### src/rtl/clock_enable_gen_if.sv
// Signal bundle for clock_enable_gen: the mode request (plus the optional
// CPU stall input) and every enable/counter output.
// Optional feature macro: CLOCK_STALL_EN adds the wait_n signal.
interface clock_enable_gen_if #(
    parameter int DIV_BITS  = 3,
    parameter int MODE_BITS = 2
);
    logic [MODE_BITS-1:0] mode;
`ifdef CLOCK_STALL_EN
    logic                 wait_n;
`endif
    logic [DIV_BITS-1:0]  count;
    logic [DIV_BITS-1:0]  ce_p;
    logic [DIV_BITS-1:0]  ce_n;
    logic                 cpu_ce_p;
    logic                 cpu_ce_n;
    logic [MODE_BITS-1:0] active_mode;

`ifdef CLOCK_STALL_EN
    modport master (
        output mode, wait_n,
        input  count, ce_p, ce_n, cpu_ce_p, cpu_ce_n, active_mode
    );
    modport slave (
        input  mode, wait_n,
        output count, ce_p, ce_n, cpu_ce_p, cpu_ce_n, active_mode
    );
`else
    modport master (
        output mode,
        input  count, ce_p, ce_n, cpu_ce_p, cpu_ce_n, active_mode
    );
    modport slave (
        input  mode,
        output count, ce_p, ce_n, cpu_ce_p, cpu_ce_n, active_mode
    );
`endif
endinterface

### src/rtl/clock_enable_gen.sv
// Clock-enable generator: free-running divider counter on the master clock
// with rising/falling phase enables per tap, plus a CPU enable pair whose
// rate (turbo mode) only changes at the wrap of the slowest period.
// Optional feature macro: CLOCK_STALL_EN (wait_n stalls the CPU enables).
module clock_enable_gen #(
    parameter int DIV_BITS  = 3,
    parameter int MODE_BITS = 2
) (
    input  logic              clock,
    input  logic              reset_n,
    clock_enable_gen_if.slave bus
);
    logic [DIV_BITS-1:0]  r_count;
    logic [DIV_BITS-1:0]  r_ce_p;
    logic [DIV_BITS-1:0]  r_ce_n;
    logic                 r_cpu_ce_p;
    logic                 r_cpu_ce_n;
    logic [MODE_BITS-1:0] r_active_mode;

    logic [DIV_BITS-1:0]  w_count_next;
    logic [DIV_BITS-1:0]  w_ce_p_next;
    logic [DIV_BITS-1:0]  w_ce_n_next;
    logic                 w_wrap;
    logic [MODE_BITS-1:0] w_mode_next;
    logic                 w_cpu_p_next;
    logic                 w_cpu_n_next;
    logic                 w_run;

    // Next count and the per-tap phase decode of that value, so the
    // registered pulses line up with the count shown on the output.
    always_comb begin
        logic [DIV_BITS-1:0] v_low;
        v_low        = '0;
        w_count_next = r_count + DIV_BITS'(1);
        w_ce_p_next  = '0;
        w_ce_n_next  = '0;
        for (int k = 0; k < DIV_BITS; k++) begin
            v_low          = DIV_BITS'((1 << k) - 1);
            w_ce_p_next[k] =  w_count_next[k] & ((w_count_next & v_low) == '0);
            w_ce_n_next[k] = ~w_count_next[k] & ((w_count_next & v_low) == '0);
        end
    end

    // Mode is adopted only at wrap, where every tap's ce_n fires together,
    // so switching taps there never shortens a CPU cycle.
    always_comb begin
        int v_eff;
        int v_sel;
        w_wrap       = (w_count_next == '0);
        w_mode_next  = w_wrap ? bus.mode : r_active_mode;
        v_eff        = int'(w_mode_next);
        if (v_eff > DIV_BITS - 1) begin
            v_eff = DIV_BITS - 1;
        end
        v_sel        = DIV_BITS - 1 - v_eff;
        w_cpu_p_next = 1'b0;
        w_cpu_n_next = 1'b0;
        for (int k = 0; k < DIV_BITS; k++) begin
            if (k == v_sel) begin
                w_cpu_p_next = w_ce_p_next[k];
                w_cpu_n_next = w_ce_n_next[k];
            end
        end
    end

    // Stall gate. Folding wait_n into the cpu_ce registers on the same edge
    // that a separate wait_q flop would sample it gives identical timing:
    // suppression starts one cycle after the fall and ends one after the rise.
`ifdef CLOCK_STALL_EN
    always_comb begin
        w_run = bus.wait_n;
    end
`else
    always_comb begin
        w_run = 1'b1;
    end
`endif

    // All outputs registered; async reset discards any pending mode request.
    always_ff @(posedge clock or negedge reset_n) begin
        if (!reset_n) begin
            r_count       <= '0;
            r_ce_p        <= '0;
            r_ce_n        <= '0;
            r_cpu_ce_p    <= 1'b0;
            r_cpu_ce_n    <= 1'b0;
            r_active_mode <= '0;
        end else begin
            r_count       <= w_count_next;
            r_ce_p        <= w_ce_p_next;
            r_ce_n        <= w_ce_n_next;
            r_cpu_ce_p    <= w_cpu_p_next & w_run;
            r_cpu_ce_n    <= w_cpu_n_next & w_run;
            r_active_mode <= w_mode_next;
        end
    end

    assign bus.count       = r_count;
    assign bus.ce_p        = r_ce_p;
    assign bus.ce_n        = r_ce_n;
    assign bus.cpu_ce_p    = r_cpu_ce_p;
    assign bus.cpu_ce_n    = r_cpu_ce_n;
    assign bus.active_mode = r_active_mode;
endmodule

### src/flat_wrapper.sv
// flat-port wrapper written by rule: the top's interface ports become plain ports
module clock_enable_gen_flat 
#(
    parameter int DIV_BITS  = 3,
    parameter int MODE_BITS = 2
)
  (clock, reset_n, bus_mode, bus_count, bus_ce_p, bus_ce_n, bus_cpu_ce_p, bus_cpu_ce_n, bus_active_mode);
  clock_enable_gen_if #(.DIV_BITS(DIV_BITS), .MODE_BITS(MODE_BITS)) bus_i ();
  input  logic clock;
  input  logic reset_n;
  input wire logic [$bits(bus_i.mode)-1:0] bus_mode;
  output wire logic [$bits(bus_i.count)-1:0] bus_count;
  output wire logic [$bits(bus_i.ce_p)-1:0] bus_ce_p;
  output wire logic [$bits(bus_i.ce_n)-1:0] bus_ce_n;
  output wire logic [$bits(bus_i.cpu_ce_p)-1:0] bus_cpu_ce_p;
  output wire logic [$bits(bus_i.cpu_ce_n)-1:0] bus_cpu_ce_n;
  output wire logic [$bits(bus_i.active_mode)-1:0] bus_active_mode;
  assign bus_i.mode = bus_mode;
  assign bus_count = bus_i.count;
  assign bus_ce_p = bus_i.ce_p;
  assign bus_ce_n = bus_i.ce_n;
  assign bus_cpu_ce_p = bus_i.cpu_ce_p;
  assign bus_cpu_ce_n = bus_i.cpu_ce_n;
  assign bus_active_mode = bus_i.active_mode;
  clock_enable_gen #(.DIV_BITS(DIV_BITS), .MODE_BITS(MODE_BITS)) u_core (.clock(clock), .reset_n(reset_n), .bus(bus_i));
endmodule
### config.mk
export PLATFORM = sky130hd
export DESIGN_NAME = clock_enable_gen_flat
export DESIGN_NICKNAME = d
export VERILOG_FILES = /design/src/rtl/clock_enable_gen_if.sv /design/src/rtl/clock_enable_gen.sv /design/src/flat_wrapper.sv
export SDC_FILE = /design/constraint.sdc
export NUM_CORES = 1
export LEC_CHECK = 0
export ABC_AREA = 1
export CAP_MARGIN = 0
export CORE_MARGIN = 2
export CORE_UTILIZATION = 35
export CTS_BUF_LIST = sky130_fd_sc_hd__clkbuf_4 sky130_fd_sc_hd__clkbuf_8
export CTS_CLUSTER_DIAMETER = 50
export DETAILED_ROUTE_END_ITERATION = 16
export GPL_ROUTABILITY_DRIVEN = 0
export HOLD_SLACK_MARGIN = 0.06
export MAX_ROUTING_LAYER = met4
export RECOVER_POWER = 100
export SLEW_MARGIN = 20
export SYNTH_ARGS = -nofsm -noshare
export SYNTH_HDL_FRONTEND = slang
export SYNTH_SLANG_ARGS = --single-unit
export TNS_END_PERCENT = 30
### constraint.sdc
create_clock -name clock -period 3.9 [get_ports clock]
set_input_delay 0.585 -clock clock [delete_from_list [all_inputs] [get_ports clock]]
set_output_delay 0.585 -clock clock [all_outputs]
set_load 0.01 [all_outputs]
## Word-level counts from Yosys, hierarchy flattened

Cells that the tools add are included.

- Register bits: 13
- Bits of input ports: 4
- Output and inout bits: 13
- Logic and storage cells: 30

- $add $sub $neg: 2
- Order comparisons: 1
- Equal/unequal tests: 2
- Muxes and demuxes: 8
- Bitwise logic cells: 7
- Reduce and logical (&&, ||, !) cells: 4

Operators by type and width:

| operator | count |
|---|---|
| $eq 2x32->1 const A | 1 |
| $eq 3x32->1 const A | 1 |
| $logic_not 32->1 | 1 |
| $sub 3x32->32 const A | 1 |
| $logic_not 3->1 | 3 |
| $mux 1 | 6 |
| $and 1x1->1 | 4 |
| $mux 2 | 2 |
| $add 3x1->3 const B | 1 |
| $not 1->1 | 3 |
| $gt 2x2->1 const B | 1 |

## Longest topological paths before layout

Gate-level depths: netlist of run 1.

- Depth after elaboration: 10
- Depth in mapped cells: 8
- Mapped depth without buffers: 8

## Worst setup path before layout of run 1

No wires, ideal clock.

- Path kind: register to register
- Start point: reg, netlist name u_core.bus.ce_p[0]
- End point: reg u_core.r_cpu_ce_p, in the netlist u_core.bus.cpu_ce_p
- Arrival time: 1.281 ns
- Slack: 2.496 ns
- Stages on the path, launching flop included: 9
- Buffers on the path: 0
- Clock period less this slack: 1.404 ns
- Cell sequence: dfrtp_1 > ha_1 > ha_1 > inv_2 > nand2_2 > nand2_4 > inv_4 > nand2_2 > nand3_2

RTL lines:

| what | line | text |
|---|---|---|
| end signal, assigned | clock_enable_gen.sv:92 | `r_cpu_ce_p <= w_cpu_p_next & w_run;` |
| end, declared | clock_enable_gen.sv:16 | `logic r_cpu_ce_p;` |

## Worst setup path after layout of run 1

- Start point: reg u_core.r_ce_p[0], in the netlist u_core.bus.ce_p[0]
- End point: out bus_ce_p[0]

RTL lines:

| what | line | text |
|---|---|---|
| start, declared | clock_enable_gen.sv:14 | `logic [DIV_BITS-1:0] r_ce_p;` |
| start signal, assigned | clock_enable_gen.sv:90 | `r_ce_p <= w_ce_p_next;` |
| end, declared | flat_wrapper.sv:13 | `output wire logic [$bits(bus_i.ce_p)-1:0] bus_ce_p;` |

No word-level cell between the ends.

==> impl_metrics.json, run 1 <==
{
  "track_usage_pct": 10.7,
  "holdBufCountCts": 0,
  "cpPeakStageDelay_ns": 0.64,
  "path_buf_inv": 1,
  "critPathSlowestCell": "dlygate4sd3_1",
  "root_buffer": "clkbuf_4",
  "synth_nets": 54,
  "start_util_pct": 38.1,
  "clk_path_buf_depth": 2,
  "finalPower_mw": 0.235,
  "grt_antenna_before_repair": 0,
  "drive_gt1_share_pct": 15.6,
  "drtIter0Drc": 2,
  "utilization_pct": 52.3,
  "status": "complete, no violations",
  "die_y_um": 42.1,
  "clkTransAtPathRegs_ns": 0.07,
  "required_ns": 3.31,
  "hold_end": "u_core.bus.ce_n[0]",
  "worstMarginPinSlew_ns": 0.538,
  "gr-total-overflow": 0,
  "cap_violations": 0,
  "clock-sinks": 12,
  "synth_area_um2": 508,
  "p_per_area_nw_per_um2": 336,
  "num_vias": 340,
  "end_kind": "output pin",
  "r2r_cells": 8,
  "post-route-period-util_pct": 49.9,
  "slew_violations": 0,
  "yosysSeqAreaShare_pct": 59.1,
  "drc": 0,
  "post_synth_num_cell_types": 11,
  "rows": 13,
  "cp-start-kind": "register",
  "cts_inserted_buffers": 3,
  "fin_crit_ns": 1.95,
  "numPortBuffers": 16,
  "ios": 17,
  "final_common_cell": "dlygate4sd3_1",
  "avgRoutedWirePerCell_um": 9.97,
  "fin_setup_tns_ns": 0,
  "die-area_um2": 1770,
  "finalClockSkew_ns": 0.000355,
  "ir_drop_uv": 183,
  "hold_viol_final": 0,
  "fp.coreArea_um2": 1330,
  "syn_to_final_growth_pct": 37.4,
  "layout_setup_ws_ns": 1.95,
  "max_freq_mhz": 514,
  "via_per_inst": 4.30,
  "crit-reg2reg-capture": "u_core.bus.cpu_ce_p",
  "ys_ff_latch": 12,
  "leakage_nw": 0.392,
  "r2r_start": "u_core.bus.ce_p[0]",
  "syn_avg_cell_area_um2": 11.0,
  "grt_pass1_wl_mm": 1.44,
  "rrSetupSlack_ns": 2.27,
  "nNetsFinal": 73,
  "instances_no_fill": 79,
  "min_path_type": "register to register",
  "first_pass_iters": 2,
  "crit_family": "buffers and inverters",
  "grt_max_degree": 13,
  "ant_nets": 0,
  "critPathMaxFanout": 7,
  "ys_warn_count": 0,
  "whs_path_depth": 0,
  "rsz0062_at_grt": "false",
  "cts_resized": 0,
  "postCtsSetupBuffers": 0,
  "die_w_um": 42.1,
  "cts_tree": "yes",
  "dp_slack_ns": 2.26,
  "clock_latency_ns": 0.26,
  "hp-start": "u_core.bus.ce_p[0]",
  "crit_chain": "dlygate4sd3_1",
  "routed_wl_um": 788,
  "synthCells": 46,
  "placed_cells": 75,
  "grt_pass1_vias": 367,
  "crit_type": "register to output pin",
  "antenna_cells": 0,
  "slew_headroom_pct": 64.0,
  "cts-htree-levels": 1,
  "setup_viol": 0,
  "fillers": 127,
  "final_cell_mix": "dlygate4sd3_1 (14), dfrtp_1 (12), inv_1 (10), nand2_1 (8)",
  "dp_hpwl_um": 607,
  "cp_data_arrival_time_ns": 1.36
}
cell usage after synthesis:
| cell type | count | share of area (%) |
|---|---|---|
| inv_2 | 2 | 1.5 |
| inv_1 | 8 | 5.9 |
| nand2_4 | 1 | 2.2 |
| ha_1 | 4 | 9.9 |
| buf_4 | 2 | 3.0 |
| nand2_1 | 6 | 4.4 |
| nand3_2 | 2 | 3.9 |
| inv_4 | 1 | 1.2 |
| dfrtp_1 | 12 | 59 |
| nand2_2 | 4 | 4.9 |
| nand3_1 | 4 | 3.9 |
how the worst max path moves through the flow:
stage                     endpoint                from  cells after the start
4_1_cts                bus_ce_p[0]  u_core.bus.ce_p[0]                      1
3_5_place_dp           bus_ce_p[0]  u_core.bus.ce_p[0]                      1
3_3_place_gp          bus_count[0]  u_core.bus.ce_p[0]                      1
5_1_grt               bus_count[0]  u_core.bus.ce_p[0]                      1
2_1_floorplan  u_core.bus.cpu_ce_p  u_core.bus.ce_p[0]                      8
6_report               bus_ce_p[0]  u_core.bus.ce_p[0]                      1
sequential cells by signal (all words and copies together) (netlist names):
register                flops
u_core.bus.active_mode      2
u_core.bus.count            2
u_core.bus.ce_p             3
u_core.bus.ce_n             3
u_core.bus.cpu_ce_n         1
u_core.bus.cpu_ce_p         1
worst reg2reg max path: stages (launching register included):
cell	delay, ns
dfrtp_1	0.45
ha_1	0.29
ha_1	0.26
inv_1	0.12
nand2_1	0.06
nand2_1	0.15
inv_4	0.05
nand2_2	0.06
nand3_2	0.07
layout make-up:
type	count	area [um^2]	share of cell area (%)
clock buffers	4	36.3	5.20
inverters	11	43.8	6.27
multi-input cells	21	139	19.9
flip-flops and latches	12	300	43.0
well taps	15	18.8	2.69
repair buffers	16	160	22.9
power by group:
part           switching (mW)  internal [mW]
registers            0.000617          0.126
logic                 0.00783        0.00655
clock network          0.0373         0.0566
total                  0.0457          0.189
cells by family (layout without fill, tap and decap cells):
| kind of cell | Yosys count | count (layout) | share of synthesized area, % |
|---|---|---|---|
| adder cells (fa/ha/maj) | 4 | 4 | 9.85 |
| buffers and inverters | 13 | 31 | 11.6 |
| flip-flops | 12 | 12 | 59.1 |
| AND/OR/NAND/NOR | 17 | 17 | 19.5 |
stage by stage:
| stage | hold slack, ns | instance area (um^2) |
|---|---|---|
| final | 0.528 | 698 |
| after global routing | 0.559 | 698 |
| after CTS | 0.552 | 708 |
| after detailed placement | 0.539 | 672 |
| after global placement | 0.520 | 672 |
| after floorplan | 0.289 | 508 |
per-layer routing:
metal | vias up | wire [um] | global-route usage, %
met5 | - | 0 | -
met4 | 0 | 10 | 3.75
met3 | 2 | 50 | 2.59
met2 | 10 | 370 | 17.2
met1 | 158 | 357 | 13.2
li1 | 170 | - | -
Note: power is estimated with default switching activity, not from simulation.
==> inputs of run 2 (changes only) <==
--- a/config.mk
+++ b/config.mk
@@ -15,6 +15,7 @@
 export GPL_ROUTABILITY_DRIVEN = 0
 export HOLD_SLACK_MARGIN = 0.06
 export MAX_ROUTING_LAYER = met4
+export PLACE_DENSITY = 0.66
 export RECOVER_POWER = 100
 export SLEW_MARGIN = 20
 export SYNTH_ARGS = -nofsm -noshare
==> constraint.sdc (replaced) <==
create_clock -name clock -period 1.6 [get_ports clock]
set_input_delay 0.24 -clock clock [delete_from_list [all_inputs] [get_ports clock]]
set_output_delay 0.24 -clock clock [all_outputs]
set_load 0.01 [all_outputs]
==> run 2 against run 1 <==
  * Utilization decreased by 0.094 points
  * Clock power increased by 81%
  * Sequential power increased by 140%
  * Register-to-register slack got worse by 2.1 ns
  * Die area unchanged
  * Critical endpoint is now bus_count[0]
  * Final area decreased by 0.18%
==> impl_metrics.json, run 2 (synthesized netlist as in run 1, its figures left out) <==
{
  "root_buffer": "clkbuf_4",
  "drive_gt1_share_pct": 17.2,
  "cts_inserted_buffers": 3,
  "holdBufCountCts": 0,
  "status": "complete, no violations",
  "start_util_pct": 38.1,
  "max_freq_mhz": 653,
  "num_vias": 336,
  "worstMarginPinSlew_ns": 0.527,
  "ant_nets": 0,
  "ir_drop_uv": 458,
  "ios": 17,
  "cp_data_arrival_time_ns": 1.29,
  "drc": 0,
  "rows": 13,
  "fin_crit_ns": 1.53,
  "critPathMaxFanout": 6,
  "fp.coreArea_um2": 1330,
  "clkTransAtPathRegs_ns": 0.07,
  "syn_to_final_growth_pct": 37.2,
  "routed_wl_um": 796,
  "cp-start-kind": "register",
  "dp_hpwl_um": 658,
  "cpPeakStageDelay_ns": 0.54,
  "die-area_um2": 1770,
  "die_y_um": 42.1,
  "grt_antenna_before_repair": 0,
  "r2r_start": "u_core.bus.ce_p[0]",
  "cts_tree": "yes",
  "setup_viol": 0,
  "gr-total-overflow": 0,
  "post-route-period-util_pct": 95.8,
  "crit_family": "buffers and inverters",
  "finalClockSkew_ns": 0.00101,
  "crit_chain": "buf_4 > clkdlybuf4s50_1",
  "clock_latency_ns": 0.26,
  "p_per_area_nw_per_um2": 737,
  "leakage_nw": 0.395,
  "slew_headroom_pct": 64.8,
  "utilization_pct": 52.3,
  "crit_start": "u_core.bus.ce_p[0]",
  "antenna_cells": 0,
  "path_buf_inv": 2,
  "numPortBuffers": 16,
  "postCtsSetupBuffers": 0,
  "cts-htree-levels": 1,
  "clk_path_buf_depth": 2,
  "grt_pass1_vias": 359,
  "via_per_inst": 4.25,
  "crit_type": "register to output pin",
  "slew_violations": 0,
  "end_kind": "output pin",
  "required_ns": 1.36,
  "hold_viol_final": 0,
  "cap_violations": 0,
  "first_pass_iters": 2,
  "final_cell_mix": "dlygate4sd3_1 (12), dfrtp_1 (12), inv_1 (10), nand2_1 (7)",
  "finalPower_mw": 0.514,
  "fillers": 132,
  "critPathSlowestCell": "clkdlybuf4s50_1",
  "fin_setup_tns_ns": 0,
  "timing.hold.ws_ns": 0.396,
  "clock-sinks": 12,
  "grt_max_degree": 13,
  "critical_path_depth": 2,
  "min_path_type": "input port to asynchronous set/reset pin",
  "grt_pass1_wl_mm": 1.40,
  "avgRoutedWirePerCell_um": 10.1,
  "die_w_um": 42.1,
  "cts_resized": 0,
  "rsz0062_at_grt": "false",
  "track_usage_pct": 11.0,
  "nNetsFinal": 74,
  "drtIter0Drc": 5,
  "r2r_cells": 8
}
-- run 2: changes by cell type in the layout (fill, tap and decap cells not counted), sizes merged --
cell and delta:
clkdlybuf4s50 +2, buf +1, clkbuf -1, dlygate4sd3 -2
-- run 2: metrics by stage --
| stage | setup WS (ns) | instance area, um^2 | cells |
|---|---|---|---|
| CTS | 0.0409 | 702 | 79 |
| finish | 0.0675 | 697 | 79 |
| floorplan | 0.196 | 508 | 46 |
| detailed placement | 0.178 | 679 | 76 |
| global route | 0.00321 | 697 | 79 |
| global placement | 0.207 | 679 | 76 |
-- run 2: report_power, final --
group / total, mW / internal [mW] / switching (mW)
clock: 0.170 / 0.0867 / 0.0829
combinational: 0.0355 / 0.0162 / 0.0192
sequential: 0.309 / 0.307 / 0.00143
-- run 2: layer usage --
layer / GRT usage [%] / part of all wire (%) / routed length, um / up-vias
met5: - / 0 / 0 / -
met4: 5.63 / 1.1 / 9 / 0
met3: 3.88 / 5.4 / 43 / 2
met2: 17.8 / 50 / 395 / 9
met1: 12.0 / 44 / 347 / 152
li1: - / - / - / 173
-- run 2: worst paths after layout --
kind,endpoint,slack (ns)
max,bus_count[0],0.07
min,u_core.bus.cpu_ce_p,0.40
max in group asynchronous,u_core.bus.count[1],0.86
max reg2reg,u_core.bus.cpu_ce_p,0.13
min in group clock,u_core.bus.ce_n[0],0.53
min reg2reg,u_core.bus.ce_n[0],0.53
-- run 2: layout make-up --
class | count | area, um^2 | area share (%)
clock buffer | 3 | 22.5 | 3.23
timing repair buffer | 17 | 168 | 24.1
tap | 15 | 18.8 | 2.69
inverter | 11 | 41.3 | 5.92
multi-input combinational | 21 | 146 | 21.0
sequential | 12 | 300 | 43.1
==> inputs of run 3 (changes only) <==
--- a/config.mk
+++ b/config.mk
@@ -7,7 +7,7 @@
 export LEC_CHECK = 0
 export ABC_AREA = 1
 export CAP_MARGIN = 0
-export CORE_MARGIN = 2
+export CORE_MARGIN = 5
 export CORE_UTILIZATION = 35
 export CTS_BUF_LIST = sky130_fd_sc_hd__clkbuf_4 sky130_fd_sc_hd__clkbuf_8
 export CTS_CLUSTER_DIAMETER = 50
==> run 3 against run 2 <==
  * Via count down 1.5%
  * Power up 12%
  * Critical path depth down 1
  * Sequential share of layout area down 0.69 points
  * Non-clock buffer count unchanged
  * Global-route usage down 1.7 points
  * Clock power up 34%
  * Utilization up 0.84 points
  * Hold slack worse by 0.0080 ns
  * Final cell count up 1.3%
==> impl_metrics.json, run 3 (synthesized netlist as in run 1, its figures left out) <==
{
  "slew_headroom_pct": 65.0,
  "cts_inserted_buffers": 3,
  "holdBufCountCts": 0,
  "start_util_pct": 38.1,
  "grt_pass1_vias": 346,
  "critPathSlowestCell": "dlygate4sd3_1",
  "drc": 0,
  "rrSetupSlack_ns": 0.15,
  "routed_wl_um": 857,
  "cts_tree": "yes",
  "min_path_type": "input port to asynchronous set/reset pin",
  "via_per_inst": 4.14,
  "cp-start-kind": "register",
  "finalClockSkew_ns": 0.00202,
  "die_w_um": 48.1,
  "cts_resized": 0,
  "clkTransAtPathRegs_ns": 0.07,
  "r2r_cells": 8,
  "r2r_start": "u_core.bus.ce_p[0]",
  "fp.coreArea_um2": 1330,
  "track_usage_pct": 9.37,
  "cts-htree-levels": 1,
  "setup_viol": 0,
  "ios": 17,
  "seq_area_um2": 300,
  "clock_latency_ns": 0.26,
  "slew_violations": 0,
  "status": "complete, no violations",
  "cp_data_arrival_time_ns": 1.26,
  "fillers": 125,
  "p_per_area_nw_per_um2": 809,
  "worstMarginPinSlew_ns": 0.523,
  "gr-total-overflow": 0,
  "rows": 13,
  "antenna_cells": 0,
  "end_kind": "output pin",
  "grt_pass1_wl_mm": 1.39,
  "critPathMaxFanout": 3,
  "final_cell_mix": "dlygate4sd3_1 (12), dfrtp_1 (12), inv_1 (10), nand2_1 (6)",
  "rsz0062_at_grt": "false",
  "nNetsFinal": 74,
  "die_y_um": 48.1,
  "numPortBuffers": 16,
  "die-area_um2": 2310,
  "postCtsSetupBuffers": 0,
  "avgRoutedWirePerCell_um": 10.7,
  "grt_antenna_before_repair": 0,
  "crit_chain": "dlygate4sd3_1",
  "fin_crit_ns": 1.50,
  "multi_input_area_um2": 149,
  "grt_max_degree": 13,
  "hold_viol_final": 0,
  "crit-reg2reg-capture": "u_core.bus.cpu_ce_n",
  "required_ns": 1.36,
  "first_pass_iters": 2,
  "cpPeakStageDelay_ns": 0.61,
  "instances_no_fill": 80,
  "post-route-period-util_pct": 93.7,
  "clock-sinks": 12,
  "max_freq_mhz": 667,
  "path_buf_inv": 1,
  "leakage_nw": 0.396,
  "cap_violations": 0,
  "crit_family": "buffers and inverters",
  "drtIter0Drc": 3,
  "ir_drop_uv": 557,
  "root_buffer": "clkbuf_4",
  "ant_nets": 0,
  "clk_path_buf_depth": 2,
  "utilization_pct": 53.1,
  "fin_setup_tns_ns": 0,
  "crit_type": "register to output pin",
  "placed_cells": 76,
  "num_vias": 331,
  "syn_to_final_growth_pct": 39.4,
  "drive_gt1_share_pct": 18.5,
  "dp_hpwl_um": 712
}
-- run 3: metal layers --
metal	global-route usage [%]	wire length [um]	vias to the layer above
met1	10.6	343	149
met2	14.2	456	8
met4	6.45	0	0
li1	-	-	174
met3	2.58	57	0
met5	-	0	-
-- run 3: power by group --
group | internal (mW) | switching, mW
Clock | 0.138 | 0.0896
Sequential | 0.307 | 0.00154
Combinational | 0.0168 | 0.0198
Total | 0.462 | 0.111
-- run 3: worst max-delay path by stage --
stage          slack [ns]           startpoint                  end  cells after the start
3_5_place_dp         0.18   u_core.bus.ce_p[0]  u_core.bus.cpu_ce_p                      8
4_1_cts              0.03   u_core.bus.ce_p[0]          bus_ce_p[0]                      2
3_3_place_gp         0.23   u_core.bus.ce_p[0]  u_core.bus.cpu_ce_p                      8
5_1_grt              0.05  u_core.bus.count[1]         bus_count[1]                      1
6_report             0.10  u_core.bus.count[1]         bus_count[1]                      1
2_1_floorplan        0.20   u_core.bus.ce_p[0]  u_core.bus.cpu_ce_p                      8
-- run 3: area by class of cell --
cell class	count	area share [%]
inverter	11	6.18
tap	15	2.65
clock buffer	4	5.12
sequential	12	42.4
multi-input combinational	21	21.0
timing repair buffer	17	22.6
-- run 3: stage by stage --
stage | total power [mW] | instance area [um^2] | hold WS, ns | setup slack (ns)
2_1_floorplan | 0.331 | 508 | -0.0556 | 0.196
3_3_place_gp | 0.355 | 679 | 0.526 | 0.228
3_5_place_dp | 0.354 | 679 | 0.530 | 0.181
4_1_cts | 0.585 | 716 | 0.335 | 0.0327
5_1_grt | 0.602 | 708 | 0.429 | 0.0526
6_report | 0.573 | 708 | 0.388 | 0.100
